### src/rtl/cmul_pkg.sv
`default_nettype none
// ============================================================================
// Module      : cmul_pkg
// Description : Shared types and constants for the complex multiplier
//               arbitration slice: FSM state encoding, default operand width
//               and field slots inside the packed operand/result vectors.
// Revision    : 1.0 - initial release
// ============================================================================
package cmul_pkg;

  // Arbiter FSM states
  typedef enum logic [1:0] {
    IDLE     = 2'd0,
    ISSUE    = 2'd1,
    WAIT_RES = 2'd2,
    DELIVER  = 2'd3
  } state_t;

  // Default width of one signed operand component
  localparam int DEF_DATA_W = 8;

  // Field slots in {a_re,a_im,b_re,b_im}; bit offset = slot * DATA_W
  localparam int OP_A_RE = 3;
  localparam int OP_A_IM = 2;
  localparam int OP_B_RE = 1;
  localparam int OP_B_IM = 0;

  // Field slots in {p_re,p_im}; bit offset = slot * RES_W
  localparam int RES_P_RE = 1;
  localparam int RES_P_IM = 0;

endpackage
`default_nettype wire

### src/rtl/cmul_rr_pick.sv
`default_nettype none
// ============================================================================
// Module      : cmul_rr_pick
// Description : Combinational round-robin winner selection. Scans upward from
//               last_grant+1 with wrap-around and returns the first requester
//               whose valid bit is set.
// Revision    : 1.0 - initial release
// ============================================================================
module cmul_rr_pick #(
  parameter int NUM_REQ = 4,
  parameter int ID_W    = $clog2(NUM_REQ)
) (
  input  logic [NUM_REQ-1:0] val,
  input  logic [ID_W-1:0]    last_grant,
  output logic [ID_W-1:0]    winner,
  output logic               any_val
);

  // Index that lies 'step' positions after 'base', wrapping at NUM_REQ
  function automatic logic [ID_W-1:0] wrap_idx(input logic [ID_W-1:0] base,
                                               input int step);
    int s;
    s = int'(base) + step;
    if (s >= NUM_REQ) s = s - NUM_REQ;
    return ID_W'(s);
  endfunction

  // Scan from the farthest candidate down to the nearest so the nearest set bit wins
  always_comb begin
    winner  = '0;
    any_val = |val;
    for (int i = NUM_REQ; i >= 1; i--) begin
      if (val[wrap_idx(last_grant, i)]) winner = wrap_idx(last_grant, i);
    end
  end

endmodule
`default_nettype wire

### src/rtl/cmul_rr_arbiter.sv
`default_nettype none
// ============================================================================
// Module      : cmul_rr_arbiter
// Description : Shares one non-pipelined complex multiplier core between
//               NUM_REQ requesters. Round-robin grant, operands latched from
//               the winner, issued to the core over valid/ready, result
//               captured and returned to the issuing requester. One operation
//               in flight at a time.
// Revision    : 1.0 - initial release
// ============================================================================
module cmul_rr_arbiter
  import cmul_pkg::*;
#(
  parameter int NUM_REQ = 4,
  parameter int DATA_W  = DEF_DATA_W,
  parameter int RES_W   = 2*DATA_W+1,
  parameter int ID_W    = $clog2(NUM_REQ)
) (
  input  logic                      clk,
  input  logic                      rstn,
  input  logic                      sw_rst,
  input  logic [NUM_REQ-1:0]        req_op_val,
  output logic [NUM_REQ-1:0]        req_op_rdy,
  input  logic [NUM_REQ*4*DATA_W-1:0] req_op_data,
  output logic [NUM_REQ-1:0]        req_res_val,
  input  logic [NUM_REQ-1:0]        req_res_rdy,
  output logic [2*RES_W-1:0]        req_res_data,
  output logic                      core_op_val,
  input  logic                      core_op_rdy,
  output logic [4*DATA_W-1:0]       core_op_data,
  input  logic                      core_res_val,
  output logic                      core_res_rdy,
  input  logic [2*RES_W-1:0]        core_res_data,
  output logic                      busy,
  output logic [ID_W-1:0]           grant_id
);

  localparam int OP_W = 4*DATA_W;

  state_t              state;
  state_t              state_nxt;
  logic [ID_W-1:0]     last_grant;
  logic [ID_W-1:0]     winner;
  logic                any_val;
  logic [NUM_REQ-1:0]  win_oh;
  logic [NUM_REQ-1:0]  grant_oh;
  logic [OP_W-1:0]     op_sel;
  logic [OP_W-1:0]     op_reg;
  logic [2*RES_W-1:0]  res_reg;
  logic                accept;
  logic                res_fire;
  logic                dlv_fire;

  cmul_rr_pick #(
    .NUM_REQ (NUM_REQ),
    .ID_W    (ID_W)
  ) u_pick (
    .val        (req_op_val),
    .last_grant (last_grant),
    .winner     (winner),
    .any_val    (any_val)
  );

  // Winner one-hot and its operand slice
  always_comb begin
    win_oh = '0;
    op_sel = '0;
    for (int i = 0; i < NUM_REQ; i++) begin
      if (winner == ID_W'(i)) begin
        win_oh[i] = 1'b1;
        op_sel    = req_op_data[i*OP_W +: OP_W];
      end
    end
  end

  // One-hot of the requester owning the current/last operation
  always_comb begin
    grant_oh = '0;
    for (int i = 0; i < NUM_REQ; i++) begin
      if (grant_id == ID_W'(i)) grant_oh[i] = 1'b1;
    end
  end

  // Next-state and handshake outputs
  always_comb begin
    state_nxt    = state;
    req_op_rdy   = '0;
    core_op_val  = 1'b0;
    core_res_rdy = 1'b0;
    req_res_val  = '0;
    accept       = 1'b0;
    res_fire     = 1'b0;
    dlv_fire     = 1'b0;
    case (state)
      IDLE: begin
        // A soft reset in this cycle would discard the latch, so do not
        // signal acceptance to the requester either
        if (any_val && !sw_rst) begin
          req_op_rdy = win_oh;
          accept     = 1'b1;
          state_nxt  = ISSUE;
        end
      end
      ISSUE: begin
        core_op_val = 1'b1;
        if (core_op_rdy) state_nxt = WAIT_RES;
      end
      WAIT_RES: begin
        core_res_rdy = 1'b1;
        if (core_res_val) begin
          res_fire  = 1'b1;
          state_nxt = DELIVER;
        end
      end
      DELIVER: begin
        req_res_val = grant_oh;
        if (|(grant_oh & req_res_rdy)) begin
          dlv_fire  = 1'b1;
          state_nxt = IDLE;
        end
      end
      default: state_nxt = IDLE;
    endcase
  end

  // State register; soft reset overrides any transition
  always_ff @(posedge clk or negedge rstn) begin
    if (!rstn) begin
      state <= IDLE;
    end else if (sw_rst) begin
      state <= IDLE;
    end else begin
      state <= state_nxt;
    end
  end

  // Operand/result latches, grant index and round-robin pointer
  always_ff @(posedge clk or negedge rstn) begin
    if (!rstn) begin
      last_grant <= ID_W'(NUM_REQ-1);
      grant_id   <= '0;
      op_reg     <= '0;
      res_reg    <= '0;
    end else if (sw_rst) begin
      last_grant <= ID_W'(NUM_REQ-1);
      grant_id   <= '0;
      op_reg     <= '0;
      res_reg    <= '0;
    end else begin
      if (accept) begin
        op_reg   <= op_sel;
        grant_id <= winner;
      end
      if (res_fire) res_reg    <= core_res_data;
      if (dlv_fire) last_grant <= grant_id;
    end
  end

  assign core_op_data = op_reg;
  assign req_res_data = res_reg;
  assign busy         = (state != IDLE);

endmodule
`default_nettype wire

### config.mk
export PLATFORM = sky130hd
export DESIGN_NAME = cmul_rr_arbiter
export DESIGN_NICKNAME = d
export VERILOG_FILES = /design/src/rtl/cmul_pkg.sv /design/src/rtl/cmul_rr_pick.sv /design/src/rtl/cmul_rr_arbiter.sv
export SDC_FILE = /design/constraint.sdc
export NUM_CORES = 1
export LEC_CHECK = 0
export CAP_MARGIN = 20
export CORE_MARGIN = 5
export CORE_UTILIZATION = 32
export DETAILED_ROUTE_END_ITERATION = 12
export MAX_ROUTING_LAYER = met4
export PLACE_DENSITY = 0.88
export SETUP_SLACK_MARGIN = 0.15
export SYNTH_ARGS = -nofsm -noshare
export SYNTH_HDL_FRONTEND = slang
export SYNTH_HIERARCHICAL = 1
export SYNTH_SLANG_ARGS = --single-unit
### constraint.sdc
create_clock -name clk -period 2 [get_ports clk]
set_input_delay 0.4 -clock clk [delete_from_list [all_inputs] [get_ports clk]]
set_output_delay 0.4 -clock clk [all_outputs]
set_load 0.01 [all_outputs]
## After elaboration in Yosys (flattened, before gate mapping)

Index checks and enable logic that the tools add are counted.

| word-level totals | value |
|---|---|
| flip-flop bits (word level) | 72 |

| operators by class | value |
|---|---|
| add/subtract/negate cells | 8 |
| magnitude comparators | 8 |
| eq/ne operators | 13 |
| mux-type cells | 53 |
| bitwise gates (word level) | 1 |
| reductions and logical operators | 12 |

Operators with widths:

| cell | number |
|---|---|
| two-way mux 32 bit | 6 |
| two-way mux 34 bit | 2 |
| two-way mux 2 bit | 17 |
| two-way mux 1 bit | 20 |
| equality test 2 bit, second input constant | 6 |
| < comparator 2 x 3 -> 1 bit, second input constant | 4 |
| two-way mux 4 bit | 3 |
| inequality test 3 bit, second input constant | 4 |
| greater-or-equal comparator 3 bit, second input constant | 3 |
| binary-select mux 1 bit (select 2 bit) | 4 |
| case mux 2 bit (4 select lines) | 1 |
| nonzero test 2 bit | 4 |
| OR reduction 4 bit | 2 |
| subtractor 2 x 1 -> 2 bit, second input constant | 4 |
| adder 2 x 2 -> 3 bit, second input constant | 2 |
| equality test 2 x 1 -> 1 bit, second input constant | 3 |
| logical NOT 2 bit | 3 |
| adder 2 x 3 -> 4 bit, second input constant | 1 |
| AND 4 bit | 1 |
| greater-or-equal comparator 4 x 3 -> 1 bit, second input constant | 1 |
| AND reduction 4 bit | 1 |
| adder 2 x 1 -> 3 bit, second input constant | 1 |
| logical AND 1 bit | 1 |
| logical NOT 1 bit | 1 |

## Longest topological paths before layout

| logic depth | value |
|---|---|
| depth in word-level cells | 16 |
| mapped depth | 7 |
| mapped depth without buffers | 6 |

## Hierarchy

The synthesis kept the hierarchy.

Modules (own cells, without submodules):

| module | times used | cells each | area each (um2) | sequential area each (um2) |
|---|---|---|---|---|
| cmul_rr_arbiter | 1 | 242 | 3594.7 | 1804.2 |
| cmul_rr_pick | 1 | 14 | 91.3 | 0.0 |

## Least setup slack after synthesis

OpenSTA, ideal clock, no wires.

| timing | value |
|---|---|
| path type | flip-flop to output port |
| start | reg last_grant[1] |
| end | out req_op_rdy[1] |
| arrival time | 1.673 ns |
| required time | 1.600 ns |
| path slack | -0.073 ns |
| stages on the path, launching flop included | 7 |
| path buffers | 2 |
| cells stage by stage | dfstp_2 nand2b_1 a21oi_2 o221ai_2 buf_6 buf_6 nor4b_1 |

| between the ends | value |
|---|---|
| word-level cells in the longest chain between the ends | 13 |
| elaborated cells on any way between the ends | 32 |

Ends and longest elaborated chain:

| item | RTL line | source |
|---|---|---|
| start: declaration | cmul_rr_arbiter.sv:42 | `logic [ID_W-1:0] last_grant;` |
| start signal: assignment | cmul_rr_arbiter.sv:140 | `last_grant <= ID_W'(NUM_REQ-1);` |
| start signal: assignment | cmul_rr_arbiter.sv:145 | `last_grant <= ID_W'(NUM_REQ-1);` |
| start signal: assignment | cmul_rr_arbiter.sv:155 | `if (dlv_fire) last_grant <= grant_id;` |
| adder 2 x 3 -> 4 bit | cmul_rr_pick.sv:23 | `s = int'(base) + step;` |
| greater-or-equal comparator 4 x 3 -> 1 bit / subtractor 2 x 1 -> 2 bit (equally long branches) | cmul_rr_pick.sv:24 | `if (s >= NUM_REQ) s = s - NUM_REQ;` |
| two-way mux 2 bit | cmul_rr_pick.sv:24 |  |
| binary-select mux 1 bit (select 2 bit) | cmul_rr_pick.sv:33 | `if (val[wrap_idx(last_grant, i)]) winner = wrap_idx(last_grant, i);` |
| two-way mux 1 bit (not written as such) | cmul_rr_pick.sv:33 |  |
| two-way mux 2 bit (3 in a row) | cmul_rr_pick.sv:33 |  |
| two-way mux 2 bit (*) | cmul_rr_pick.sv:33 |  |
| via winner[0] | cmul_rr_arbiter.sv:43 | `logic [ID_W-1:0] winner;` |
| equality test 2 x 1 -> 1 bit (*) | cmul_rr_arbiter.sv:69 | `if (winner == ID_W'(i)) begin` |
| two-way mux 1 bit (*) | cmul_rr_arbiter.sv:69 |  |
| two-way mux 4 bit (*) | cmul_rr_arbiter.sv:98 | `if (any_val && !sw_rst) begin` |
| two-way mux 4 bit (*) | cmul_rr_arbiter.sv:94 | `case (state)` |
| end: declaration | cmul_rr_arbiter.sv:23 | `output logic [NUM_REQ-1:0] req_op_rdy,` |

Mark *: on every way through the listed nets, which the timed path passes. The rest lies on a longest branch. The select of a mux whose other input is x is not followed.

## Worst setup path after layout

Same ends and word-level chain as after synthesis.

==> out/results.md <==
| Step | Quantity | Reported |
|---|---|---|
| sta | Period Utilization, post-route | 117% |
| routing | Antenna-violating nets left | 0 |
| finish | Storage element area | 1810 µm² |
| worst setup path | Register-to-register path setup slack | -0.32 ns |
| routing | Number of vias per cell after detailed routing | 5.19 |
| floorplanning | Horizontal extent of the die | 117 µm |
| logic synthesis | Flops & latches, synth | 72 |
| worst setup path | Critical path start-end classification | reg -> out |
| routing | Total detailed-routing wirelength | 14000 µm |
| logic synthesis | Netlist area before placement | 3690 µm² |
| floorplanning | Count of standard-cell rows | 39 |
| placement | Final weighted congestion of routability-driven global placement | 0.836 |
| routing | Remaining design rule violation count | 0 |
| logic synthesis | Biggest area contributors in the synthesized netlist | dfrtp_1 48%, mux4_2 17%, a22o_1 16% |
| floorplanning | Initial cell density of the core | 32.4% |
| power and ir drop | Pwr per Cell Area | 868 nW/µm² |
| floorplanning | Die area | 13800 µm² |
| logic synthesis | Post-Syn Instances | 256 |
| sta | Fmax | 427 MHz |
| placement | Number of port buffers | 253 |
| grt | Antenna violations before repair | 0 |
| finish | Share of final-layout standard cells stronger than drive strength 1 | 22.9% |
| worst setup path | Register-to-Register Path Depth | 8 |
| logic synthesis | Synthesized area divided by synthesized cell count | 14.4 µm² |
| run status | Run status | complete, but fails checks |
| sta | Pin slew with the least headroom to its limit | 0.428 ns |
| run status | Violations in the final reports | setup timing |
| sta | Relative slew slack | 71.5% |
| floorplanning | Die Span Y | 117 µm |
| logic synthesis | Post-synth top area cell | dfrtp_1 |
| worst setup path | Worst Setup Start Kind | register |
| clock tree | Maximum buffer depth of the clock tree | 2 |
| finish | Growth of design area from synthesis to finish | 95.4% |
| power and ir drop | Final Power | 6.25 mW |
| power and ir drop | Worst IR Drop VDD | 427 µV |
| clock tree | Clk Latency, worst-skew pair | 0.32 ns |
| routing | Vias | 3577 |
| sta | Number of slew-limit violations in the final report | 0 |
| clock tree | H-Tree Level Count | 3 |
| flow run | Max Cap Viol | 0 |
| worst setup path | Worst-path cell chain | a21oi_2 > a31oi_2 > a21oi_4 > buf_4 > nor4b_4 > buf_2 |
| grt | Maximum number of pins on one net before global-route repair | 42 |
| floorplanning | I/O pins | 254 |
| worst setup path | Peak per-stage delay on the critical path | 0.62 ns |
| clock tree | CTS root buf | clkbuf_16 |
| logic synthesis | Synthesized netlist net count | 436 |
| sta | Final setup violation count | 36 |
| sta | Final worst slack | -0.343 ns |
| hold path | Min-Delay Path Class | in -> async |
| grt | Number of global-route vias before repair | 4044 |
| worst setup path | Largest fanout on the critical path | 5 |
| floorplanning | Core region area | 11400 µm² |
| sta | Clock period minus final worst setup slack | 2.34 ns |
| placement | Post-detailed-placement half-perimeter wirelength | 10800 µm |
| sta | Setup repair after global routing missed its margin | true |
| grt | Grt total ovfl | 0 |
| worst setup path | CP endpoint kind | primary output |
| finish | Antenna Cells | 0 |
| logic synthesis | Top cell type's share of synthesized area | 47.5% |
| routing | Violation count after the first detailed-routing iteration | 178 |
| worst setup path | CP Data Arrival Time | 1.94 ns |
| worst setup path | Required time at the worst-slack endpoint | 1.60 ns |
| logic synthesis | Warning count from the yosys run | 6 |
| sta | Final Hold Fails | 0 |
| routing | Average routed wire per standard cell | 20.3 µm |
| power and ir drop | Cell leakage power | 3.02 nW |
| routing | Number of detailed-routing iterations run before antenna repair | 4 |
| clock tree | Clk sinks | 72 |
| sta | Worst setup skew after layout | 0.00983 ns |
| finish | Filler Cell Count | 861 |
| finish | Number of nets in the layout | 721 |
| finish | Area occupied by multi-input gates | 1820 µm² |
| clock tree | Post-CTS clock slew at the launch and capture registers of the worst setup and hold paths | 0.06 ns |
| logic synthesis | Portion of the post-synthesis area used by sequential elements | 48.9% |
| grt | Global-route wire length before repair | 21600 µm |
| clock tree | Clock tree from TritonCTS | done |
| worst setup path | Launch point of the worst reg-to-reg path | last_grant[1] |
| logic synthesis | Number of distinct standard cells referenced by the synthesized netlist | 29 |
| worst setup path | Slowest stage cell on the critical path | dfstp_2 |
| finish | Utilization after layout | 63.4% |
| clock tree | Cts bufs inserted | 9 |
| worst setup path | Reg-to-reg endpoint | core_op_data[14] |
| grt | GRT Total Usage | 20.0% |
## cells in the final DEF, fill, tap and decap left out, types with 3 or more instances in the layout
master           count
clkdlybuf4s15_2      5
clkdlybuf4s50_1    238
nand2b_1             3
buf_6               12
a211oi_1             3
buf_2                3
clkbuf_8             3
dlygate4sd2_1        3
buf_4               23
mux4_2              33
a22o_1              67
nand2_1             10
a21oi_2              3
nor2_1               6
ha_1                 3
buf_12               7
dfrtp_1             68
clkbuf_16           11
inv_1                7
## kinds of logic after synthesis
| group | share of synthesized area (%) |
|---|---|
| fa+ha+maj | 1.70 |
| buf+inv | 4.89 |
| flops | 48.9 |
| simple gates | 4.31 |
| compound gates | 18.7 |
| mux | 21.5 |
## how the worst max path moves through the flow
| stage | startpoint | to | slack (ns) | depth (start not counted) |
|---|---|---|---|---|
| floorplan | last_grant[1] | core_op_data[10] | -0.01 | 7 |
| global placement | req_op_val[3] | core_op_data[17] | -0.64 | 8 |
| detailed placement | req_op_val[3] | core_op_data[13] | -0.73 | 8 |
| CTS | last_grant[1] | core_op_data[14] | -0.32 | 8 |
| global route | last_grant[1] | core_op_data[21] | -0.39 | 8 |
| finish | last_grant[1] | req_op_rdy[1] | -0.34 | 6 |
## report_power, final
part | internal, mW | total (mW) | switching (mW)
Clock | 1.07 | 1.64 | 0.576
Combinational | 1.59 | 2.64 | 1.05
Sequential | 1.76 | 1.96 | 0.205
## Yosys cell counts
| cell type | n |
|---|---|
| dfrtp_1 | 70 |
| a22o_1 | 67 |
| mux4_2 | 28 |
| buf_2 | 16 |
| nand2_1 | 11 |
| nor2_1 | 9 |
| inv_1 | 7 |
| ha_1 | 5 |
| mux4_1 | 5 |
| nand2b_1 | 5 |
| a211oi_1 | 3 |
| a21oi_1 | 3 |
| clkbuf_1 | 3 |
| mux2i_1 | 3 |
| a21oi_2 | 2 |
| and3_1 | 2 |
| buf_12 | 2 |
| buf_6 | 2 |
| dfstp_2 | 2 |
| nor2b_1 | 2 |
| a31oi_1 | 1 |
| and2b_1 | 1 |
| nor3_1 | 1 |
| nor4_1 | 1 |
| nor4b_1 | 1 |
| o211ai_1 | 1 |
| o221ai_1 | 1 |
| o221ai_2 | 1 |
| o31a_1 | 1 |
## flip-flops by register name, summed over array words and instances, names as in the netlist
register      count
grant_id          2
req_res_data     34
state             2
core_op_data     32
last_grant        2
## metal layers
| layer | track usage, % | up-vias | part of all wire [%] |
|---|---|---|---|
| met5 | - | - | 0 |
| met4 | 6.45 | 0 | 2.5 |
| met3 | 5.53 | 31 | 8.5 |
| met2 | 34.4 | 209 | 53 |
| met1 | 22.6 | 1744 | 36 |
| li1 | - | 1593 | - |
## final cells by class
cell class,instances,share of cell area [%]
clock buffers,12,3.70
clock inverters,4,0.712
inverters,7,0.365
multi-input cells,154,25.3
flip-flops and latches,72,25.1
well taps,143,2.48
repair buffers,297,42.4
## critical path, delay by kind of cell, from the launching register on
family          cells  cell delay (ns)
flops               1             0.62
simple gates        1             0.27
buf+inv             2             0.33
compound gates      3             0.40
## what timing repair did
item	CTS	global route
hold buffers	0	0
hold endpoints to repair	0	0
pin swaps	5	8
gates cloned	2	2
setup endpoints to repair	43	39
buffers inserted	9	3
resized for setup	62	15
## through the flow
stage	hold slack, ns	setup slack (ns)	setup TNS [ns]	cells	instance area (µm²)
final	0.0199	-0.343	-10.12	689	7200
after global routing	0.0307	-0.390	-12.72	689	7200
after CTS	0.0180	-0.318	-9.75	684	7090
after detailed placement	0.370	-0.731	-23.86	657	6570
after global placement	0.371	-0.636	-21.04	657	6570
after floorplan	0.104	-0.0119	-0.269	256	3710
(Power assumes the default switching activity.)
